--- src/rtl/mainbus_arbiter.sv ---
// mainbus_arbiter: shares the JAM-1 main bus control fields between the CPU pipeline
// and one external bus master using req/gnt bursts with turnaround gaps and a CPU window.
module mainbus_arbiter #(
    parameter int CPU_MIN_CYCLES = 2,
    parameter int BURST_W        = 4
) (
    input  logic               clk,
    input  logic               reset_in,
    input  logic [3:0]         cpu_mainbus_assert,
    input  logic [3:0]         cpu_mainbus_load,
    input  logic [2:0]         cpu_xfer_assert,
    input  logic [3:0]         cpu_xfer_loaddec,
    input  logic [2:0]         cpu_addrsel,
    input  logic               cpu_lock,
    input  logic               dma_req,
    input  logic [BURST_W-1:0] dma_burst,
    input  logic [3:0]         dma_mainbus_assert,
    input  logic [3:0]         dma_mainbus_load,
    input  logic [2:0]         dma_addrsel,
    output logic               dma_gnt,
    output logic               dma_done,
    output logic               pipe_stall,
    output logic [3:0]         MainBus_Assert,
    output logic [3:0]         MainBus_Load,
    output logic [2:0]         Xfer_Assert,
    output logic [3:0]         Xfer_LoadDec,
    output logic [2:0]         AddrSel
);

    localparam logic [1:0] ST_CPU      = 2'd0;
    localparam logic [1:0] ST_HANDOVER = 2'd1;
    localparam logic [1:0] ST_DMA      = 2'd2;
    localparam logic [1:0] ST_RETURN   = 2'd3;

    localparam logic [3:0] WIN_LOAD = 4'(CPU_MIN_CYCLES);

    logic [1:0]         state_q, state_d;
    logic [BURST_W-1:0] burst_cnt_q, burst_cnt_d;
    logic [3:0]         win_cnt_q, win_cnt_d;

    // The burst length is latched when the grant is committed, so later changes are ignored.
    always_comb begin
        state_d     = state_q;
        burst_cnt_d = burst_cnt_q;
        win_cnt_d   = win_cnt_q;
        case (state_q)
            ST_CPU: begin
                if (win_cnt_q != 4'd0) begin
                    win_cnt_d = win_cnt_q - 4'd1;
                end else if (dma_req && !cpu_lock) begin
                    state_d     = ST_HANDOVER;
                    burst_cnt_d = dma_burst;
                end
            end
            ST_HANDOVER: state_d = ST_DMA;
            ST_DMA: begin
                if (!dma_req || burst_cnt_q == '0) begin
                    state_d = ST_RETURN;
                end else begin
                    burst_cnt_d = burst_cnt_q - BURST_W'(1);
                end
            end
            ST_RETURN: begin
                state_d   = ST_CPU;
                win_cnt_d = WIN_LOAD;
            end
            default: state_d = ST_CPU;
        endcase
    end

    always_ff @(posedge clk or negedge reset_in) begin
        if (!reset_in) begin
            state_q     <= ST_CPU;
            burst_cnt_q <= '0;
            win_cnt_q   <= 4'd0;
        end else begin
            state_q     <= state_d;
            burst_cnt_q <= burst_cnt_d;
            win_cnt_q   <= win_cnt_d;
        end
    end

    // Outputs are qualified by reset_in so the bus goes quiet the instant reset asserts.
    always_comb begin
        dma_gnt        = 1'b0;
        dma_done       = 1'b0;
        pipe_stall     = 1'b0;
        MainBus_Assert = 4'd0;
        MainBus_Load   = 4'd0;
        Xfer_Assert    = 3'd0;
        Xfer_LoadDec   = 4'd0;
        AddrSel        = 3'd0;
        if (reset_in) begin
            case (state_q)
                ST_CPU: begin
                    MainBus_Assert = cpu_mainbus_assert;
                    MainBus_Load   = cpu_mainbus_load;
                    Xfer_Assert    = cpu_xfer_assert;
                    Xfer_LoadDec   = cpu_xfer_loaddec;
                    AddrSel        = cpu_addrsel;
                end
                ST_DMA: begin
                    dma_gnt        = 1'b1;
                    dma_done       = (burst_cnt_q == '0);
                    pipe_stall     = 1'b1;
                    MainBus_Assert = dma_mainbus_assert;
                    MainBus_Load   = dma_mainbus_load;
                    AddrSel        = dma_addrsel;
                end
                default: pipe_stall = 1'b1;
            endcase
        end
    end

endmodule

--- config.mk ---
export PLATFORM = sky130hd
export DESIGN_NAME = mainbus_arbiter
export DESIGN_NICKNAME = d
export VERILOG_FILES = /design/src/rtl/mainbus_arbiter.sv
export SDC_FILE = /design/constraint.sdc
export NUM_CORES = 1
export LEC_CHECK = 0
export BUFFER_PORTS_ARGS = -buffer_cell sky130_fd_sc_hd__buf_2
export CAP_MARGIN = 20
export CORE_MARGIN = 8
export CORE_UTILIZATION = 40
export DETAILED_ROUTE_END_ITERATION = 8
export GPL_TIMING_DRIVEN = 0
export PLACE_DENSITY_LB_ADDON = 0.3
export SYNTH_ARGS = -nofsm -noshare
export SYNTH_HDL_FRONTEND = slang
export SYNTH_SLANG_ARGS = --single-unit
--- constraint.sdc ---
create_clock -name clk -period 2.7 [get_ports clk]
set_clock_uncertainty 0.2 [all_clocks]
set_input_delay 0.54 -clock clk [delete_from_list [all_inputs] [get_ports clk]]
set_output_delay 0.54 -clock clk [all_outputs]
set_load 0.05 [all_outputs]
==> impl_metrics.tcl <==
set metrics [dict create \
    worst_min_delay_path_category "primary input to flip-flop" \
    synth.top_cells.by_area "dfrtp_1 (30%), a22o_1 (11%), ha_1 (8.9%)" \
    timing.slew.headroom 0.6811 \
    dr.first_iter.drc_count 43 \
    holdPathEnd "burst_cnt_q[0]" \
    start_kind "flip-flop" \
    netlist_instances 97 \
    synth_top_area_share 0.2954 \
    die_area_sq_mm 0.003846 \
    power_leakage_nw 0.6897 \
    timing.critical_path.to_type "primary output" \
    postRouteWirelength_um 2832 \
    crit-reg2reg-capture "burst_cnt_q[2]" \
    cp_max_fo 10 \
    final_hold_violations 0 \
    routabilityCongestion 0.7977 \
    placementRows 16 \
    yosys_warnings 0 \
    synth_top_cell_by_area "dfrtp_1" \
    syn_area_per_cell_sq_um 8.733 \
    unrepaired_setup_endpoints_after_global_routing "false" \
    cts_tree "yes" \
    clk_transition_reported_paths_ps 70 \
    worst_skew_pair.late_latency_ps 270 \
    dp_hpwl_um 2244 \
    number_of_global_route_vias_before_repair 920 \
    mostFrequentLayoutCells "buf_2 (48), a22o_1 (11), dfrtp_1 (10), buf_4 (9), nand2_1 (8)" \
    io_buffer_count 57 \
    max_cap_violations 0 \
    initial_utilization 0.4274 \
    core_region_area_sq_mm 0.001982 \
    root_buffer "clkbuf_4" \
    first_pass_iters 4 \
    crit_path_time_final_ps 2553 \
    timing.rr.start "win_cnt_q[0]" \
    wl_per_cell_um 15.23 \
    fin_worst_hold_slack_ps 348.4 \
    timing_worst_slew_pin_value_ps 476.8 \
    antenna_found_initial 0 \
    numClockSinks 10 \
    critical_path_required_ps 1960 \
    pwr_density_cell_mw_per_mm2 1114 \
    ys_types 31 \
    dr.max_layer_used "met4" \
    most_common_library_cell_in_the_layout_ignoring_fill_and_taps "buf_2" \
    timing.setup.tns_ps 0 \
    finalPower_mw 1.398 \
    drive_gt1_frac 0.4465 \
    crit_path_start "state_q[1]" \
    boundaryPins 58 \
    global_route.usage.total 0.1426 \
    chipHeight_um 62.02 \
    route.met3.wl_um 239 \
    grt_first_pass_wirelength_um 4105 \
    antenna-diode-count 0 \
    finalSetupViolations 0 \
    hold_depth 3 \
    post_synth_instance_area_sq_um 847.1 \
    yosysSeqAreaShare 0.2954 \
    grt_start_max_net_pins 12 \
    dr_total_vias 971 \
    r2r_setup_slack_ps 550 \
    max-clock-path-buffers 2 \
    wl_met1_um 1013 \
    worstPathArrival_ps 1810 \
    die_w_um 62.02 \
    worstSetupPathType "flip-flop to primary output" \
    postRouteAntennaNets 0 \
    post_layout_net_count 203 \
    fmax_mhz 391.6 \
    worstRegToRegCells 6 \
    post-route-period-util 0.9457 \
    cts-buffers-inserted 3 \
    ys_ff_latch 10 \
    report.final.slew_viol_count 0 \
    grt.overflow.total 0 \
    synth_nets 140 \
    drcViolationCount 0 \
    max-vdd-ir-drop_mv 0.6051 \
    via_per_inst 5.220 \
    hold_path_startpoint "dma_burst[0]" \
    area_growth_pct 48.15 \
    met2_length_um 1531 \
    clock_tree.htree_level_count 1 \
    outcome "completed" \
]
-- synthesized netlist by cell type (all sizes together) --
cell,number
mux2,1
a21oi,6
dfrtp,10
o221ai,1
nor4,1
ha,6
or4b,1
o21ai,5
nand4b,1
and2,3
nor3,3
clkbuf,3
nor2b,1
inv,8
nor2,4
or3b,1
a22o,11
nor3b,3
a22oi,1
mux2i,3
nor4b,1
nand3,2
o32ai,1
buf,1
nand2b,2
and3,7
or2,1
nand2,8
or2b,1
-- stage by stage --
stage / std cells / cell area, sq um / util / setup slack [ps]
floorplan: 97 / 848.3 / - / 176.0
global placement: 181 / 1167 / 0.5890 / 161.4
detailed placement: 181 / 1167 / 0.5890 / 67.56
CTS: 186 / 1237 / 0.6244 / 3.491
global route: 186 / 1255 / 0.6332 / 17.99
finish: 186 / 1255 / 0.6332 / 146.6
-- logic make-up (layout without fill, tap and decap cells) --
| group | Yosys count | count (layout) | share of synthesized area |
|---|---|---|---|
| AOI/OAI and AO/OA | 25 | 25 | 0.2260 |
| adders and majority gates | 6 | 6 | 0.08862 |
| buffers and inverters | 12 | 74 | 0.06204 |
| DFF | 10 | 10 | 0.2954 |
| muxes | 4 | 4 | 0.05317 |
| and+or+nand+nor | 40 | 40 | 0.2747 |
-- report_power, final --
group	switching [mW]	internal, mW	leakage, nW
sequential	0.0566	0.220	0.121
clock	0.0561	0.0821	0.0210
combinational	0.612	0.372	0.548
total	0.725	0.673	0.690
-- final cells by class --
cell class / instances / area, sq um
fillers: 178 / 726.9
multi-input cells: 75 / 559.3
repair buffers: 58 / 317.8
flip-flops and latches: 10 / 250.2
clock buffers: 4 / 36.28
well taps: 27 / 33.78
inverters: 8 / 30.03
plain buffers: 4 / 27.53
-- per-layer routing --
layer | vias to the layer above | global-route usage
met2 | 39 | 0.2507
met3 | 6 | 0.05350
met4 | 0 | 0.04870
met5 | - | 0
met1 | 445 | 0.1522
li1 | 481 | -
-- worst max path at each step --
| stage | end | cells after the start | slack, ps |
|---|---|---|---|
| floorplan | AddrSel[0] | 6 | 180 |
| global placement | MainBus_Assert[1] | 5 | 160 |
| detailed placement | MainBus_Assert[0] | 6 | 70 |
| CTS | dma_done | 7 | 3 |
| global route | AddrSel[2] | 6 | 20 |
| finish | MainBus_Load[3] | 6 | 150 |
-- state kept, by name, indices dropped and copies added, names as in the netlist --
| signal | count |
|---|---|
| burst_cnt_q | 4 |
| win_cnt_q | 4 |
| state_q | 2 |
-- timing repair --
| item | CTS | global route |
|---|---|---|
| hold buffers | 1 | 0 |
| setup endpoints to repair | 12 | 17 |
| resized for setup | 10 | 7 |
| endpoints found under the hold margin | 10 | 0 |
| setup buffers | 0 | 0 |
| gates cloned | 0 | 0 |
-- worst max-delay path: stages (launching register included) --
cell	delay, ps
dfrtp_1	410
inv_1	130
ha_4	210
and2_1	160
clkbuf_2	220
a22o_1	160
buf_2	260
No activity file was read; power rests on OpenSTA's default activity.
